==> src/rtl/cordic_vectoring_top_if.sv <==
// Request/result bundle for the vectoring CORDIC: the operand handshake in one
// direction, and the busy/done/angle/magnitude results in the other.
interface cordic_vectoring_top_if;
    logic               clk_en;
    logic               start;
    logic signed [23:0] x_in;
    logic signed [23:0] y_in;
    logic               busy;
    logic               done;
    logic signed [23:0] angle;
    logic        [23:0] mag;
    logic               range_err;

    modport master (
        output clk_en, start, x_in, y_in,
        input  busy, done, angle, mag, range_err
    );

    modport slave (
        input  clk_en, start, x_in, y_in,
        output busy, done, angle, mag, range_err
    );
endinterface

==> src/rtl/cordic_vectoring_top.sv <==
// Vectoring-mode CORDIC: atan2(y, x) in Q3.21 and gain-compensated magnitude in Q2.22.
// Define CORDIC_QUADRANT_EXT_EN for a full-circle pre-rotation; otherwise x < 0 raises range_err.
module cordic_vectoring_top #(
    parameter int FOLD_FACT = 4,
    parameter int CORD_ITER = 16
) (
    input  logic                  clk,
    input  logic                  reset_n,
    cordic_vectoring_top_if.slave bus
);

    typedef enum logic [1:0] {
        IDLE,
        ITER,
        SCALE,
        DONE
    } state_t;

    localparam logic [23:0] K_Q22 = 24'h26DD3B;

    state_t             state_reg;
    logic [4:0]         count_reg;
    logic signed [25:0] x_reg;
    logic signed [25:0] y_reg;
    logic signed [23:0] z_reg;
    logic               zero_reg;
    logic               err_reg;
    logic               busy_reg;
    logic               done_reg;
    logic               range_err_reg;
    logic signed [23:0] angle_reg;
    logic [23:0]        mag_reg;

    // atan(2^-i) in Q3.21, rounded to nearest
    function automatic logic signed [23:0] atan_lut(input logic [4:0] idx);
        logic signed [23:0] val;
        case (idx)
            5'd0:    val = 24'sh1921FB;
            5'd1:    val = 24'sh0ED634;
            5'd2:    val = 24'sh07D6DD;
            5'd3:    val = 24'sh03FAB7;
            5'd4:    val = 24'sh01FF56;
            5'd5:    val = 24'sh00FFEB;
            5'd6:    val = 24'sh007FFD;
            5'd7:    val = 24'sh004000;
            5'd8:    val = 24'sh002000;
            5'd9:    val = 24'sh001000;
            5'd10:   val = 24'sh000800;
            5'd11:   val = 24'sh000400;
            5'd12:   val = 24'sh000200;
            5'd13:   val = 24'sh000100;
            5'd14:   val = 24'sh000080;
            5'd15:   val = 24'sh000040;
            5'd16:   val = 24'sh000020;
            5'd17:   val = 24'sh000010;
            5'd18:   val = 24'sh000008;
            5'd19:   val = 24'sh000004;
            5'd20:   val = 24'sh000002;
            5'd21:   val = 24'sh000001;
            default: val = 24'sh000000;
        endcase
        return val;
    endfunction

    logic signed [25:0] x_ext;
    logic signed [25:0] y_ext;
    logic signed [25:0] x_load;
    logic signed [25:0] y_load;
    logic signed [23:0] z_load;
    logic               load_err;

    assign x_ext = {{2{bus.x_in[23]}}, bus.x_in};
    assign y_ext = {{2{bus.y_in[23]}}, bus.y_in};

`ifdef CORDIC_QUADRANT_EXT_EN
    localparam logic signed [23:0] HALF_PI = 24'sh3243F7;

    // Left half-plane vectors are turned by -+pi/2 so the iterations only see x >= 0
    always_comb begin
        x_load   = x_ext;
        y_load   = y_ext;
        z_load   = '0;
        load_err = 1'b0;
        if (x_ext[25]) begin
            if (!y_ext[25]) begin
                x_load = y_ext;
                y_load = -x_ext;
                z_load = HALF_PI;
            end else begin
                x_load = -y_ext;
                y_load = x_ext;
                z_load = -HALF_PI;
            end
        end
    end
`else
    always_comb begin
        x_load   = x_ext;
        y_load   = y_ext;
        z_load   = '0;
        load_err = bus.x_in[23];
    end
`endif

    logic signed [25:0] x_chain [FOLD_FACT+1];
    logic signed [25:0] y_chain [FOLD_FACT+1];
    logic signed [23:0] z_chain [FOLD_FACT+1];

    assign x_chain[0] = x_reg;
    assign y_chain[0] = y_reg;
    assign z_chain[0] = z_reg;

    // FOLD_FACT micro-rotations chained combinationally, shift = count + stage
    genvar gi;
    generate
        for (gi = 0; gi < FOLD_FACT; gi++) begin : g_stage
            logic [4:0]         shift;
            logic signed [25:0] x_sh;
            logic signed [25:0] y_sh;
            logic signed [23:0] atan_i;
            logic               y_neg;

            assign shift  = count_reg + 5'(gi);
            assign x_sh   = x_chain[gi] >>> shift;
            assign y_sh   = y_chain[gi] >>> shift;
            assign atan_i = atan_lut(shift);
            assign y_neg  = y_chain[gi][25];

            assign x_chain[gi+1] = y_neg ? (x_chain[gi] - y_sh)   : (x_chain[gi] + y_sh);
            assign y_chain[gi+1] = y_neg ? (y_chain[gi] + x_sh)   : (y_chain[gi] - x_sh);
            assign z_chain[gi+1] = y_neg ? (z_chain[gi] - atan_i) : (z_chain[gi] + atan_i);
        end
    endgenerate

    logic signed [49:0] prod;
    logic signed [49:0] prod_q;
    logic [23:0]        mag_sat;

    assign prod   = 50'(x_reg) * 50'($signed({1'b0, K_Q22}));
    assign prod_q = prod >>> 22;

    always_comb begin
        if (prod_q < 0) begin
            mag_sat = '0;
        end else if (prod_q > 50'sd8388607) begin
            mag_sat = 24'h7FFFFF;
        end else begin
            mag_sat = prod_q[23:0];
        end
    end

    logic iter_last;
    assign iter_last = (count_reg + 5'(FOLD_FACT)) == 5'(CORD_ITER);

    always_ff @(posedge clk or negedge reset_n) begin
        if (!reset_n) begin
            state_reg     <= IDLE;
            count_reg     <= '0;
            x_reg         <= '0;
            y_reg         <= '0;
            z_reg         <= '0;
            zero_reg      <= 1'b0;
            err_reg       <= 1'b0;
            busy_reg      <= 1'b0;
            done_reg      <= 1'b0;
            range_err_reg <= 1'b0;
            angle_reg     <= '0;
            mag_reg       <= '0;
        end else if (bus.clk_en) begin
            done_reg <= 1'b0;
            // A new start always wins; a finishing DONE still reports its result
            if (bus.start) begin
                if (state_reg == DONE) begin
                    done_reg <= 1'b1;
                end
                x_reg     <= x_load;
                y_reg     <= y_load;
                z_reg     <= z_load;
                zero_reg  <= (bus.x_in == 24'sd0) && (bus.y_in == 24'sd0);
                err_reg   <= load_err;
                count_reg <= '0;
                busy_reg  <= 1'b1;
                state_reg <= ITER;
            end else begin
                case (state_reg)
                    IDLE: begin
                        busy_reg <= 1'b0;
                    end
                    ITER: begin
                        x_reg     <= x_chain[FOLD_FACT];
                        y_reg     <= y_chain[FOLD_FACT];
                        z_reg     <= z_chain[FOLD_FACT];
                        count_reg <= count_reg + 5'(FOLD_FACT);
                        if (iter_last) begin
                            state_reg <= SCALE;
                        end
                    end
                    SCALE: begin
                        angle_reg     <= (err_reg || zero_reg) ? 24'sd0 : z_reg;
                        mag_reg       <= err_reg ? 24'd0 : mag_sat;
                        range_err_reg <= err_reg;
                        state_reg     <= DONE;
                    end
                    DONE: begin
                        done_reg  <= 1'b1;
                        busy_reg  <= 1'b0;
                        state_reg <= IDLE;
                    end
                    default: begin
                        state_reg <= IDLE;
                    end
                endcase
            end
        end
    end

    assign bus.busy      = busy_reg;
    assign bus.done      = done_reg;
    assign bus.angle     = angle_reg;
    assign bus.mag       = mag_reg;
    assign bus.range_err = range_err_reg;

endmodule

==> src/flat_wrapper.sv <==
// flat-port wrapper written by rule: the top's interface ports become plain ports
module cordic_vectoring_top_flat 
#(
    parameter int FOLD_FACT = 4,
    parameter int CORD_ITER = 16
)
  (clk, reset_n, bus_clk_en, bus_start, bus_x_in, bus_y_in, bus_busy, bus_done, bus_angle, bus_mag, bus_range_err);
  cordic_vectoring_top_if bus_i ();
  input  logic clk;
  input  logic reset_n;
  input wire logic [$bits(bus_i.clk_en)-1:0] bus_clk_en;
  input wire logic [$bits(bus_i.start)-1:0] bus_start;
  input wire logic [$bits(bus_i.x_in)-1:0] bus_x_in;
  input wire logic [$bits(bus_i.y_in)-1:0] bus_y_in;
  output wire logic [$bits(bus_i.busy)-1:0] bus_busy;
  output wire logic [$bits(bus_i.done)-1:0] bus_done;
  output wire logic [$bits(bus_i.angle)-1:0] bus_angle;
  output wire logic [$bits(bus_i.mag)-1:0] bus_mag;
  output wire logic [$bits(bus_i.range_err)-1:0] bus_range_err;
  assign bus_i.clk_en = bus_clk_en;
  assign bus_i.start = bus_start;
  assign bus_i.x_in = bus_x_in;
  assign bus_i.y_in = bus_y_in;
  assign bus_busy = bus_i.busy;
  assign bus_done = bus_i.done;
  assign bus_angle = bus_i.angle;
  assign bus_mag = bus_i.mag;
  assign bus_range_err = bus_i.range_err;
  cordic_vectoring_top #(.FOLD_FACT(FOLD_FACT), .CORD_ITER(CORD_ITER)) u_core (.clk(clk), .reset_n(reset_n), .bus(bus_i));
endmodule
==> config.mk <==
export PLATFORM = sky130hd
export DESIGN_NAME = cordic_vectoring_top_flat
export DESIGN_NICKNAME = d
export VERILOG_FILES = /design/src/rtl/cordic_vectoring_top_if.sv /design/src/rtl/cordic_vectoring_top.sv /design/src/flat_wrapper.sv
export SDC_FILE = /design/constraint.sdc
export NUM_CORES = 2
export LEC_CHECK = 0
export CELL_PAD_IN_SITES_DETAIL_PLACEMENT = 0
export CELL_PAD_IN_SITES_GLOBAL_PLACEMENT = 1
export CORE_MARGIN = 1.5
export CORE_UTILIZATION = 42
export DETAILED_ROUTE_END_ITERATION = 12
export GPL_TIMING_DRIVEN = 0
export PLACE_DENSITY_LB_ADDON = 0.1
export SYNTH_ARGS = -nofsm -noshare
export SYNTH_HDL_FRONTEND = slang
export SYNTH_SLANG_ARGS = --single-unit
==> constraint.sdc <==
create_clock -name clk -period 57.4 [get_ports clk]
set_input_delay 8.61 -clock clk [delete_from_list [all_inputs] [get_ports clk]]
set_output_delay 8.61 -clock clk [all_outputs]
set_load 0.1 [all_outputs]
==> metrics.txt <==
status complete, but fails checks; failing checks max-capacitance violations, max-slew violations; Final Hold Violating Endpoints 0; final period utilization a little under two thirds; #FFs+latches synth about 130; Slew @ Worst Pin 1.66 ns; Iter 0 DRT Violations 5696; hold-critical path depth 2; vias in the first global route 44600; PortBufs 100; Final Critical Period 36.61 ns; Ports around 100; WL/cell around 32 µm; Core ar. 0.104 mm²; Site Rows roughly 120; fmax between 20 and 30 MHz; via count 47000; hold_sp u_core.bus.angle[23]$_DFFE_PN0P_; worst r2r dst u_core.x_reg[25]$_DFFE_PN0P_; Routed Antenna Nets 0; CTS root buffer clkbuf_16; final setup fails 0; post-cts resize count 0; nets 6880; share of the yosys chip area belonging to registers around 7.6%; FF-to-FF Start u_core.count_reg[4]$_DFFE_PN0P_; Synth Flop Type dfrtp_1; CP max stage cell clkbuf_1; leading area contributor after synthesis ha_1; antenna violations before repair 13; Syn. warnings 0; Post-CTS Repair Setup Buffers 0; WL final approximately 240 mm; Max Slew Vio Count ~120; hold endpoint u_core.bus.angle[23]$_DFFE_PN0P_; Final Core Density between 40% and 50%; setup TNS 0 ns; Yosys cell types 124; WP data required about 58 ns; max-cap check violation count 17; worst-case reg-to-reg path depth 92; post-synth top area share 15.9%; post-DP HPWL 192 mm; Synth top cells by count inv_1, ha_1, nor2_1; Critical Path Start Type flop; Num CTS Buffers 17; Synth area leaders ha_1, fa_1, dfrtp_1, inv_1, xnor2_1; die width 328 µm; Syn Inst Count 5811; CTS tree yes; Worst Path Buf+Inv 25; Clock Latency Late Sink 0.50 ns; largest net degree at the start of global routing just over 80; Worst Hold Class flop to flop; GRT overflow 0; count leader, synth inv_1; CP dominant cell by count o21ai_0; placed cell area 0.0472 mm²; Hold WS about 0.48 ns; DRC viols 0; Starting Density 42.6%; clk_skew 0.0160 ns; die area 0.107 mm²; vias per cell 6.40; htree depth 4; Crit Path Class flop to flop; crit end category flop; GPL Wtd Cong 1.08; Die H 328 µm; Global Route Usage Sum 42.9%; Worst slew margin -10.7%; area delta synth->final 8.07%; Crit path arrival time 36.99 ns; Clock Path Buffers 2; RSZ-0062 raised after global routing no; ys async rst share 100%; Design Area, Final between 0.04 and 0.05 mm²; syn_area_per_cell 7.63 µm²; share of cells above drive strength 1 4.69%; Mapped Area 0.0443 mm²; clk sinks 134; top cell family by delay on the critical path buffers and inverters; first-pass GRT wire length 328 mm; CP peak stage delay about 1.2 ns; Post-Syn Nets 6749; worst-path fanout max 11; drt pass-1 iters 9; fill count 10800; clock slew at the register clock pins of the worst setup and hold paths 0.07 ns; CTS Hold Buffers Added 0; EDFF count, synth 0; reg2reg setup slack 20.79 ns
==> cells in the final DEF (no fill, tap or decap), drive strengths merged, types with 23 or more instances in the layout <==
cell type,netlist,final
fa,324,324
buf,85,98
a21oi,422,422
o21ai,435,435
a21o,111,111
inv,683,688
o21a,61,61
clkbuf,168,186
nor2,535,535
nand2b,47,47
nand2,523,523
o21bai,40,40
xor2,105,105
and3,37,37
mux2,38,38
a22oi,23,23
or2,52,52
mux4,38,38
and2,40,40
o22ai,41,41
nand3,79,79
o31ai,35,35
a31oi,73,73
dfrtp,134,134
nor2b,51,51
clkdlybuf4s50,0,99
ha,562,562
nor3,134,134
o211ai,52,52
mux2i,90,90
nand4,24,24
a21boi,46,46
nor4,36,36
xnor2,276,276
a211oi,69,69
or3,40,40
==> worst min-delay path: stages, from the launching register on <==
cell and delay, ns:
dfrtp_1 0.34, nand2_1 0.05, o21ai_0 0.06
==> area by class of cell <==
| cell class | instances | area (µm²) | share of cell area [%] |
|---|---|---|---|
| Multi-Input combinational cell | 4739 | 37400 | 78.1 |
| Buffer | 253 | 1050 | 2.19 |
| Antenna cell | 6 | 15.0 | 0.0313 |
| Inverter | 685 | 2580 | 5.38 |
| Clock inverter | 14 | 190 | 0.397 |
| Timing Repair Buffer | 112 | 1160 | 2.41 |
| Clock buffer | 18 | 439 | 0.917 |
| Tap cell | 1380 | 1730 | 3.60 |
| Sequential cell | 134 | 3350 | 7.00 |
==> routing by layer <==
layer  vias to the layer above  track usage [%]  part of all wire, %
met3                       748             13.8                   12
met5                         -                0               0.0055
met2                      2923             61.3                   40
met4                         2             26.9                  7.5
li1                      20600                -                    -
met1                     22800             55.5                   40
==> stage by stage <==
stage	setup WS (ns)	cells
after detailed placement	22.77	7300
after CTS	22.61	7332
after floorplan	36.11	5811
after global routing	20.61	7336
after global placement	20.61	7291
final	20.79	7341
==> logic make-up (layout without fill, tap and decap cells) <==
logic type	after synthesis	after routing	synth area share [%]
and+or+nand+nor	1669	1669	17.6
DFF	134	134	7.56
muxes	166	166	4.96
xor gates and xnor gates	381	381	7.58
buffers and inverters	938	1082	8.17
adders and majority gates	886	886	30.5
other	1	7	0.00846
AOI/OAI and AO/OA	1636	1636	23.6
==> how the worst max path moves through the flow <==
stage                                         start                            to  slack, ns  depth (start not counted)
floorplan           u_core.count_reg[4]$_DFFE_PN0P_  u_core.y_reg[24]$_DFFE_PN0P_      36.11                        105
CTS                 u_core.count_reg[4]$_DFFE_PN0P_  u_core.x_reg[25]$_DFFE_PN0P_      22.61                         96
detailed placement  u_core.count_reg[4]$_DFFE_PN0P_  u_core.x_reg[25]$_DFFE_PN0P_      22.77                         96
global route        u_core.count_reg[4]$_DFFE_PN0P_  u_core.x_reg[25]$_DFFE_PN0P_      20.61                         96
global placement    u_core.count_reg[4]$_DFFE_PN0P_  u_core.x_reg[25]$_DFFE_PN0P_      20.61                        102
finish              u_core.count_reg[4]$_DFFE_PN0P_  u_core.x_reg[25]$_DFFE_PN0P_      20.79                         92
Power is left out: the tool's default activity adds up to more than one toggle a clock period on the data nets, which glitch-free logic cannot reach.
